==> src/rtl/ps2_host_tx.sv <==
// PS/2 host-to-device transmitter: inhibits the bus, issues request-to-send,
// shifts one command byte plus odd parity on device clock falls and checks the ack.
module ps2_host_tx #(
    parameter int INHIBIT_CYCLES = 6000,
    parameter int RTS_CYCLES     = 50,
    parameter int START_TIMEOUT  = 750000,
    parameter int XFER_TIMEOUT   = 100000
) (
    input  logic       clk,
    input  logic       rst_n,
    input  logic       tx_start,
    input  logic [7:0] tx_data,
    output logic       busy,
    output logic       done,
    output logic       error,
    input  logic       ps2_clk_i,
    input  logic       ps2_data_i,
    output logic       ps2_clk_oe,
    output logic       ps2_data_oe
);

    typedef enum logic [2:0] {
        IDLE,
        INHIBIT,
        RTS,
        WAIT_FIRST,
        SHIFT,
        WAIT_RELEASE,
        FAIL
    } state_t;

    localparam logic [19:0] INHIBIT_LAST = 20'(INHIBIT_CYCLES - 1);
    localparam logic [19:0] RTS_LAST     = 20'(RTS_CYCLES - 1);
    localparam logic [19:0] START_LAST   = 20'(START_TIMEOUT - 1);
    localparam logic [19:0] XFER_LAST    = 20'(XFER_TIMEOUT - 1);
    localparam logic [19:0] CNT_MAX      = 20'hFFFFF;
    localparam logic [3:0]  ACK_INDEX    = 4'd10;

    state_t      state_q, state_d;
    logic [19:0] cnt_q, cnt_d;
    logic [3:0]  idx_q, idx_d;
    logic [8:0]  shreg_q, shreg_d;
    logic        clk_oe_q, clk_oe_d;
    logic        data_oe_q, data_oe_d;
    logic        busy_q, busy_d;
    logic        done_q, done_d;
    logic        error_q, error_d;

    logic [2:0]  clk_sync;
    logic [1:0]  data_sync;
    logic        clk_s;
    logic        data_s;
    logic        fall;
    logic [19:0] cnt_inc;

    // Pad synchronizers; the third clock flop holds the previous synced level
    // for edge detection. They reset to the idle (released) bus level.
    always_ff @(posedge clk or negedge rst_n) begin
        if (!rst_n) begin
            clk_sync  <= 3'b111;
            data_sync <= 2'b11;
        end else begin
            clk_sync  <= {clk_sync[1:0], ps2_clk_i};
            data_sync <= {data_sync[0], ps2_data_i};
        end
    end

    assign clk_s   = clk_sync[1];
    assign data_s  = data_sync[1];
    assign fall    = clk_sync[2] & ~clk_sync[1];
    assign cnt_inc = (cnt_q == CNT_MAX) ? cnt_q : cnt_q + 20'd1;

    always_ff @(posedge clk or negedge rst_n) begin
        if (!rst_n) begin
            state_q   <= IDLE;
            cnt_q     <= '0;
            idx_q     <= '0;
            shreg_q   <= '0;
            clk_oe_q  <= 1'b0;
            data_oe_q <= 1'b0;
            busy_q    <= 1'b0;
            done_q    <= 1'b0;
            error_q   <= 1'b0;
        end else begin
            state_q   <= state_d;
            cnt_q     <= cnt_d;
            idx_q     <= idx_d;
            shreg_q   <= shreg_d;
            clk_oe_q  <= clk_oe_d;
            data_oe_q <= data_oe_d;
            busy_q    <= busy_d;
            done_q    <= done_d;
            error_q   <= error_d;
        end
    end

    // Outputs are registered, so a failure releases the lines and raises error
    // on the same edge that enters FAIL; FAIL then lasts exactly one cycle.
    always_comb begin
        state_d   = state_q;
        cnt_d     = cnt_q;
        idx_d     = idx_q;
        shreg_d   = shreg_q;
        clk_oe_d  = clk_oe_q;
        data_oe_d = data_oe_q;
        busy_d    = busy_q;
        done_d    = 1'b0;
        error_d   = 1'b0;

        unique case (state_q)
            IDLE: begin
                clk_oe_d  = 1'b0;
                data_oe_d = 1'b0;
                busy_d    = 1'b0;
                if (tx_start && !done_q) begin
                    shreg_d  = {~^tx_data, tx_data};
                    cnt_d    = '0;
                    idx_d    = '0;
                    clk_oe_d = 1'b1;
                    busy_d   = 1'b1;
                    state_d  = INHIBIT;
                end
            end

            INHIBIT: begin
                cnt_d = cnt_inc;
                if (cnt_q >= INHIBIT_LAST) begin
                    cnt_d     = '0;
                    data_oe_d = 1'b1;
                    state_d   = RTS;
                end
            end

            RTS: begin
                cnt_d = cnt_inc;
                if (cnt_q >= RTS_LAST) begin
                    cnt_d    = '0;
                    idx_d    = '0;
                    clk_oe_d = 1'b0;
                    state_d  = WAIT_FIRST;
                end
            end

            // The first fall restarts the counter as the transfer timer.
            WAIT_FIRST: begin
                if (fall) begin
                    cnt_d     = '0;
                    data_oe_d = ~shreg_q[0];
                    shreg_d   = {1'b1, shreg_q[8:1]};
                    idx_d     = 4'd1;
                    state_d   = SHIFT;
                end else if (cnt_q >= START_LAST) begin
                    state_d   = FAIL;
                    clk_oe_d  = 1'b0;
                    data_oe_d = 1'b0;
                    busy_d    = 1'b0;
                    error_d   = 1'b1;
                end else begin
                    cnt_d = cnt_inc;
                end
            end

            // Shifting in ones means the tenth fall drives a released stop bit.
            SHIFT: begin
                cnt_d = cnt_inc;
                if (cnt_q >= XFER_LAST) begin
                    state_d   = FAIL;
                    clk_oe_d  = 1'b0;
                    data_oe_d = 1'b0;
                    busy_d    = 1'b0;
                    error_d   = 1'b1;
                end else if (fall) begin
                    if (idx_q == ACK_INDEX) begin
                        if (!data_s) begin
                            state_d = WAIT_RELEASE;
                        end else begin
                            state_d   = FAIL;
                            clk_oe_d  = 1'b0;
                            data_oe_d = 1'b0;
                            busy_d    = 1'b0;
                            error_d   = 1'b1;
                        end
                    end else begin
                        data_oe_d = ~shreg_q[0];
                        shreg_d   = {1'b1, shreg_q[8:1]};
                        idx_d     = idx_q + 4'd1;
                    end
                end
            end

            WAIT_RELEASE: begin
                cnt_d = cnt_inc;
                if (cnt_q >= XFER_LAST) begin
                    state_d   = FAIL;
                    clk_oe_d  = 1'b0;
                    data_oe_d = 1'b0;
                    busy_d    = 1'b0;
                    error_d   = 1'b1;
                end else if (clk_s && data_s) begin
                    state_d   = IDLE;
                    data_oe_d = 1'b0;
                    busy_d    = 1'b0;
                    done_d    = 1'b1;
                end
            end

            FAIL: begin
                clk_oe_d  = 1'b0;
                data_oe_d = 1'b0;
                busy_d    = 1'b0;
                state_d   = IDLE;
            end

            default: begin
                clk_oe_d  = 1'b0;
                data_oe_d = 1'b0;
                busy_d    = 1'b0;
                state_d   = IDLE;
            end
        endcase
    end

    assign busy        = busy_q;
    assign done        = done_q;
    assign error       = error_q;
    assign ps2_clk_oe  = clk_oe_q;
    assign ps2_data_oe = data_oe_q;

endmodule
==> config.mk <==
export PLATFORM = sky130hd
export DESIGN_NAME = ps2_host_tx
export DESIGN_NICKNAME = d
export VERILOG_FILES = /design/src/rtl/ps2_host_tx.sv
export SDC_FILE = /design/constraint.sdc
export NUM_CORES = 1
export LEC_CHECK = 0
export CORE_UTILIZATION = 32
export DETAILED_ROUTE_END_ITERATION = 8
export GPL_TIMING_DRIVEN = 0
export PLACE_DENSITY_LB_ADDON = 0.05
export SYNTH_ARGS = -nofsm -noshare
export SYNTH_HDL_FRONTEND = slang
export SYNTH_SLANG_ARGS = --single-unit
==> constraint.sdc <==
create_clock -name clk -period 2.9 [get_ports clk]
set_input_delay 0.435 -clock clk [delete_from_list [all_inputs] [get_ports clk]]
set_output_delay 0.435 -clock clk [all_outputs]
set_load 0.1 [all_outputs]
# --- After elaboration in Yosys (flattened, before gate mapping) ---
# Cells that the tools add are included.
totals:
  regBits: 46
  romBits: 0
  in_bits: 13
  latch_bits: 0
  memories: 0
  output_inout_bits: 5
  ram_bits: 0
  wordCells: 126
classes:
  multipliers: 0
  n_mux: 62
  n_eq_ne: 24
  shift: 0
  n_lt_le_gt_ge: 4
  n_reduce_logical: 17
  bitwise_logic: 6
  addsub: 2
  div: 0
ops:
  columns: ["op", "n"]
  rows:
  - ["2-to-1 mux 20 bit", 6]
  - ["one-hot mux 20 bit (5 select lines)", 1]
  - ["2-to-1 mux 9 bit", 5]
  - ["2-to-1 mux 3 bit", 10]
  - ["one-hot mux 9 bit (3 select lines)", 1]
  - ["2-to-1 mux 1 bit", 26]
  - ["2-to-1 mux 4 bit", 6]
  - ["AND reduction 7 bit", 3]
  - ["adder 20 x 1 -> 20 bit (second input constant)", 1]
  - ["== test 20 bit (second input constant)", 1]
  - ["greater-or-equal comparator 20 x 13 -> 1 bit (second input constant)", 1]
  - ["greater-or-equal comparator 20 x 17 -> 1 bit (second input constant)", 1]
  - ["greater-or-equal comparator 20 bit (second input constant)", 1]
  - ["greater-or-equal comparator 20 x 6 -> 1 bit (second input constant)", 1]
  - ["!= test 2 bit (second input constant)", 10]
  - ["!= test 3 bit (second input constant)", 6]
  - ["one-hot mux 3 bit (6 select lines)", 1]
  - ["one-hot mux 4 bit (4 select lines)", 1]
  - ["AND reduction 6 bit", 2]
  - ["one-hot mux 1 bit (5 select lines)", 2]
  - ["AND reduction 8 bit", 1]
  - ["XNOR reduction 8 bit", 1]
  - ["== test 3 x 2 -> 1 bit (second input constant)", 2]
  - ["== test 3 bit (second input constant)", 2]
  - ["17 further kinds", 23]

# --- Longest topological paths before layout ---
depth:
  ltp_word: 5
  ltp_mapped: 10

# --- Worst setup path after synthesis ---
# Ideal clock, no wire load.
synth_path:
  path_kind: "register -> register"
  start: "reg done_q (netlist: done)"
  end: "reg cnt_q[14]"
  t_required_ps: 2820
  setup_slack_ps: 544
  path_stages_with_launch: 7
  n_path_buf: 1
  arrival_time_ps: 2276
  cell_sequence: "dfrtp_1 -> nand2b_1 -> a22oi_1 -> o311ai_4 -> buf_6 -> or4_1 -> a21oi_1"
synth_via:
  elab_chain_len: 4
synth_rtl:
  columns: ["item", "line_no", "source"]
  rows:
  - ["from (decl)", "46", "logic done_q, done_d;"]
  - ["from (signal assigned)", "92", "done_q <= done_d;"]
  - ["zero test 1 bit", "115", "if (tx_start && !done_q) begin"]
  - ["logical AND 1 bit", "115", null]
  - ["!= test 2 bit (no line)", null, null]
  - ["AND reduction 3 bit (no line)", null, null]
  - ["to (signal assigned)", "86", "cnt_q <= cnt_d;"]
  - ["to (decl)", "40", "logic [19:0] cnt_q, cnt_d;"]
# No other way between the ends.
# A chain may end at the register's enable or synchronous reset.

# --- Worst setup path after layout ---
layout_path:
  start: "reg cnt_q[8]"
  end: "reg shreg_q[6]"
layout_via:
  elab_chain_len: 3
layout_rtl:
  columns: ["item", "line_no", "source"]
  rows:
  - ["greater-or-equal comparator 20 x 17 -> 1 bit", "166", "if (cnt_q >= XFER_LAST) begin"]
  - ["!= test 2 bit (no line)", null, null]
  - ["AND reduction 6 bit (no line)", null, null]
  - ["to (signal assigned)", "88", "shreg_q <= shreg_d;"]
  - ["to (decl)", "42", "logic [8:0] shreg_q, shreg_d;"]
# No other way between the ends.

==> results.yml <==
status:
  status: "complete, no violations"
clock_network:
  cts_buffers: 5
  cts_buffer_depth: 2
  cts_tree: "done"
  cts_root_buffer: "clkbuf_8"
  h-tree-depth: 2
  cts_sinks: 46
  insertion_delay_ns: 0.30
  clk_pin_slew_ns: 0.10
  cts_setup_buffers: 0
routing:
  wirelength_um: 7465
  wl_per_cell_um: 16.26
  firstDrtPassIters: 4
  drtIter0Drc: 92
  drc: 0
  vias: 2543
  routed_via_density: 5.540
  antenna_left: 0
critical_path:
  end_kind: "flop"
  criticalPathCategory: "flop to flop"
  cp_top_family: "simple AND/OR/NAND/NOR gates"
  critical_path_required_ns: 3.09
  max_stage_delay_ns: 0.41
  arrival_ns: 2.88
  cp_num_buf_inv: 2
  critical-path-slowest-cell: "dfrtp_1"
  critical_path_peak_fanout: 10
  cpMostUsedCell: "buf_2"
  crit_chain: "buf_2 > or3_1 > nor3_1 > o21ai_2 > a21oi_1 > a211o_1 > buf_2 > mux2_2"
  startpoint_type: "flop"
global_route:
  antenna_found_initial: 0
  grt_pass1_wl_um: 12630
  grt_pass1_vias: 2496
  grt_max_degree: 26
  grtUsageTotal_pct: 16.34
  grt_overflow: 0
sta:
  min_period_over_period_pct: 92.79
  max_slew_margin_pct: 34.85
  slew_viol_final: 0
  tightest_slew_ns: 0.9743
  finalHoldViolations: 0
  skew_ns: 0.01071
  finalSetupViolCount: 0
  setup_ws_ns: 0.2092
  grt_setup_unrepaired: "no"
  fmax_ghz: 0.3716
  period_needed_ns: 2.691
floorplan:
  start_util_pct: 32.76
  die_w_um: 99.03
  die_h_um: 99.03
  coreArea_mm2: 0.009196
  row_count: 35
  pin_count: 18
  die_area_mm2: 0.009807
synth:
  ys_warn_count: 0
  yosys_register_bits: 46
  async_flop_share_pct: 100.0
  synthesis.nets: 340
  synth_ff_type: "dfrtp_1"
  syn_area_per_cell_um2: 9.357
  synth_area_mm2: 0.003013
  synth_edf_count: 0
  ys_seq_area_share_pct: 38.41
  synthCells: 322
  yosysUniqueCellTypes: 65
cells_and_area:
  final_nets: 365
  final_util_pct: 37.55
  layout.cells.non_filler: 459
  nFillCells: 918
  seq_area_mm2: 0.001157
  layout-drive-gt1-share_pct: 20.11
  layout_common_cells: "dfrtp_1 (41), nand2_1 (32), mux2_2 (22)"
  area_growth_pct: 14.62
  multi_input_area_mm2: 0.001722
  final_common_cell: "dfrtp_1"
  antenna_cells: 0
place:
  place_congestion: 0.8468
  io_buffers: 17
  dp.cells: 451
  hpwl_um: 5511
  preCtsSetupSlack_ns: 0.1861
power:
  max-vdd-ir-drop_uv: 445.7
  power_density_mw_per_mm2: 827.7
  p_leak_nw: 1.314
worst_hold_path:
  worstHoldPathType: "input port to async pin"
run:
  drv_cap: 0
Yosys cell counts (all sizes together), types with 2 or more instances:
cell | instances | share of area [%]
a21o | 2 | 0.50
o21ai | 24 | 4.5
and4b | 2 | 0.66
inv | 9 | 1.1
o31ai | 6 | 1.5
nor2b | 3 | 0.62
mux2 | 22 | 8.2
nand2 | 32 | 4.0
buf | 13 | 2.9
nand3 | 10 | 1.7
dfstp | 5 | 4.4
nand4 | 6 | 1.2
dfrtp | 41 | 34
and3 | 5 | 1.0
nand3b | 2 | 0.50
a21oi | 24 | 5.1
nor2 | 16 | 2.0
or4 | 8 | 2.1
and2 | 2 | 0.42
nand4b | 4 | 1.2
xnor2 | 6 | 1.7
ha | 5 | 2.1
clkbuf | 4 | 0.50
or3 | 13 | 2.7
nor3 | 11 | 2.0
nand2b | 3 | 0.62
o21a | 2 | 0.50
a31oi | 3 | 0.62
a22o | 2 | 0.58
nor4b | 2 | 0.58
nor3b | 3 | 0.75
o211ai | 6 | 1.5
or2 | 2 | 0.42
worst register-to-register path: stages (launching register included):
cell     delay [ns]
dfrtp_1        0.41
buf_2          0.18
or3_1          0.37
nor3_1         0.37
o21ai_2        0.20
a21oi_1        0.31
a211o_1        0.15
buf_2          0.23
mux2_2         0.36
registers in the layout, indices dropped and copies added, names as in the netlist:
signal / flops
ps2_data_oe: 1
state_q: 3
busy: 1
clk_sync: 3
error: 1
data_sync: 2
done: 1
idx_q: 4
cnt_q: 20
ps2_clk_oe: 1
shreg_q: 9
cell families after synthesis:
logic type / count (synthesis) / share of synthesized area (%)
mux: 22 / 8.223
fa+ha+maj: 5 / 2.076
compound gates: 87 / 20.72
xor+xnor: 7 / 2.035
simple gates: 129 / 23.96
flops: 46 / 38.41
buf+inv: 26 / 4.568
what timing repair did:
action,in CTS,in global routing
setup endpoints to repair,0,2
hold buffers,0,0
resized for setup,0,1
per-stage QoR:
stage	power, mW	setup TNS (ns)	area, µm²	hold WS, ns
floorplan	2.017	0	3013	0.1394
global placement	2.394	-2.658	3322	0.3462
detailed placement	2.391	0	3337	0.3495
CTS	2.905	0	3450	0.1045
global route	3.080	0	3453	0.1320
finish	2.858	0	3453	0.09652
area by class of cell:
| cell class | instances | area share [%] |
|---|---|---|
| flip-flops and latches | 46 | 33.51 |
| inverters | 9 | 0.9783 |
| clock buffers | 5 | 1.993 |
| plain buffers | 17 | 3.007 |
| clock inverters | 3 | 1.268 |
| repair buffers | 18 | 5.362 |
| multi-input cells | 250 | 49.86 |
| well taps | 111 | 4.022 |
power breakdown:
| group | internal [mW] | switching [mW] |
|---|---|---|
| registers | 0.778 | 0.0849 |
| logic | 0.628 | 0.876 |
| clock network | 0.259 | 0.233 |
| total | 1.66 | 1.19 |
routing by layer:
layer / part of all wire [%] / global-route usage, % / up-vias / wire length, µm
li1: - / - / 1265 / -
met1: 48 / 22.03 / 1229 / 3586
met2: 48 / 27.17 / 43 / 3610
met3: 2.5 / 2.553 / 6 / 187
met4: 1.1 / 4.478 / 0 / 80
met5: 0 / 0 / - / 0
worst paths after layout:
| path | from | slack [ns] | to | cells past startpoint |
|---|---|---|---|---|
| worst max register to register | cnt_q[8] | 0.21 | shreg_q[6] | 8 |
| max in group asynchronous | rst_n | 2.28 | shreg_q[6] | 2 |
| worst min register to register | data_sync[0] | 0.36 | data_sync[1] | 0 |
| worst min-delay path | rst_n | 0.1 | state_q[2] | 1 |
| min in group clk | data_sync[0] | 0.36 | data_sync[1] | 0 |
| worst max-delay path | cnt_q[8] | 0.21 | shreg_q[6] | 8 |
Power figures use the tool's default switching activity.
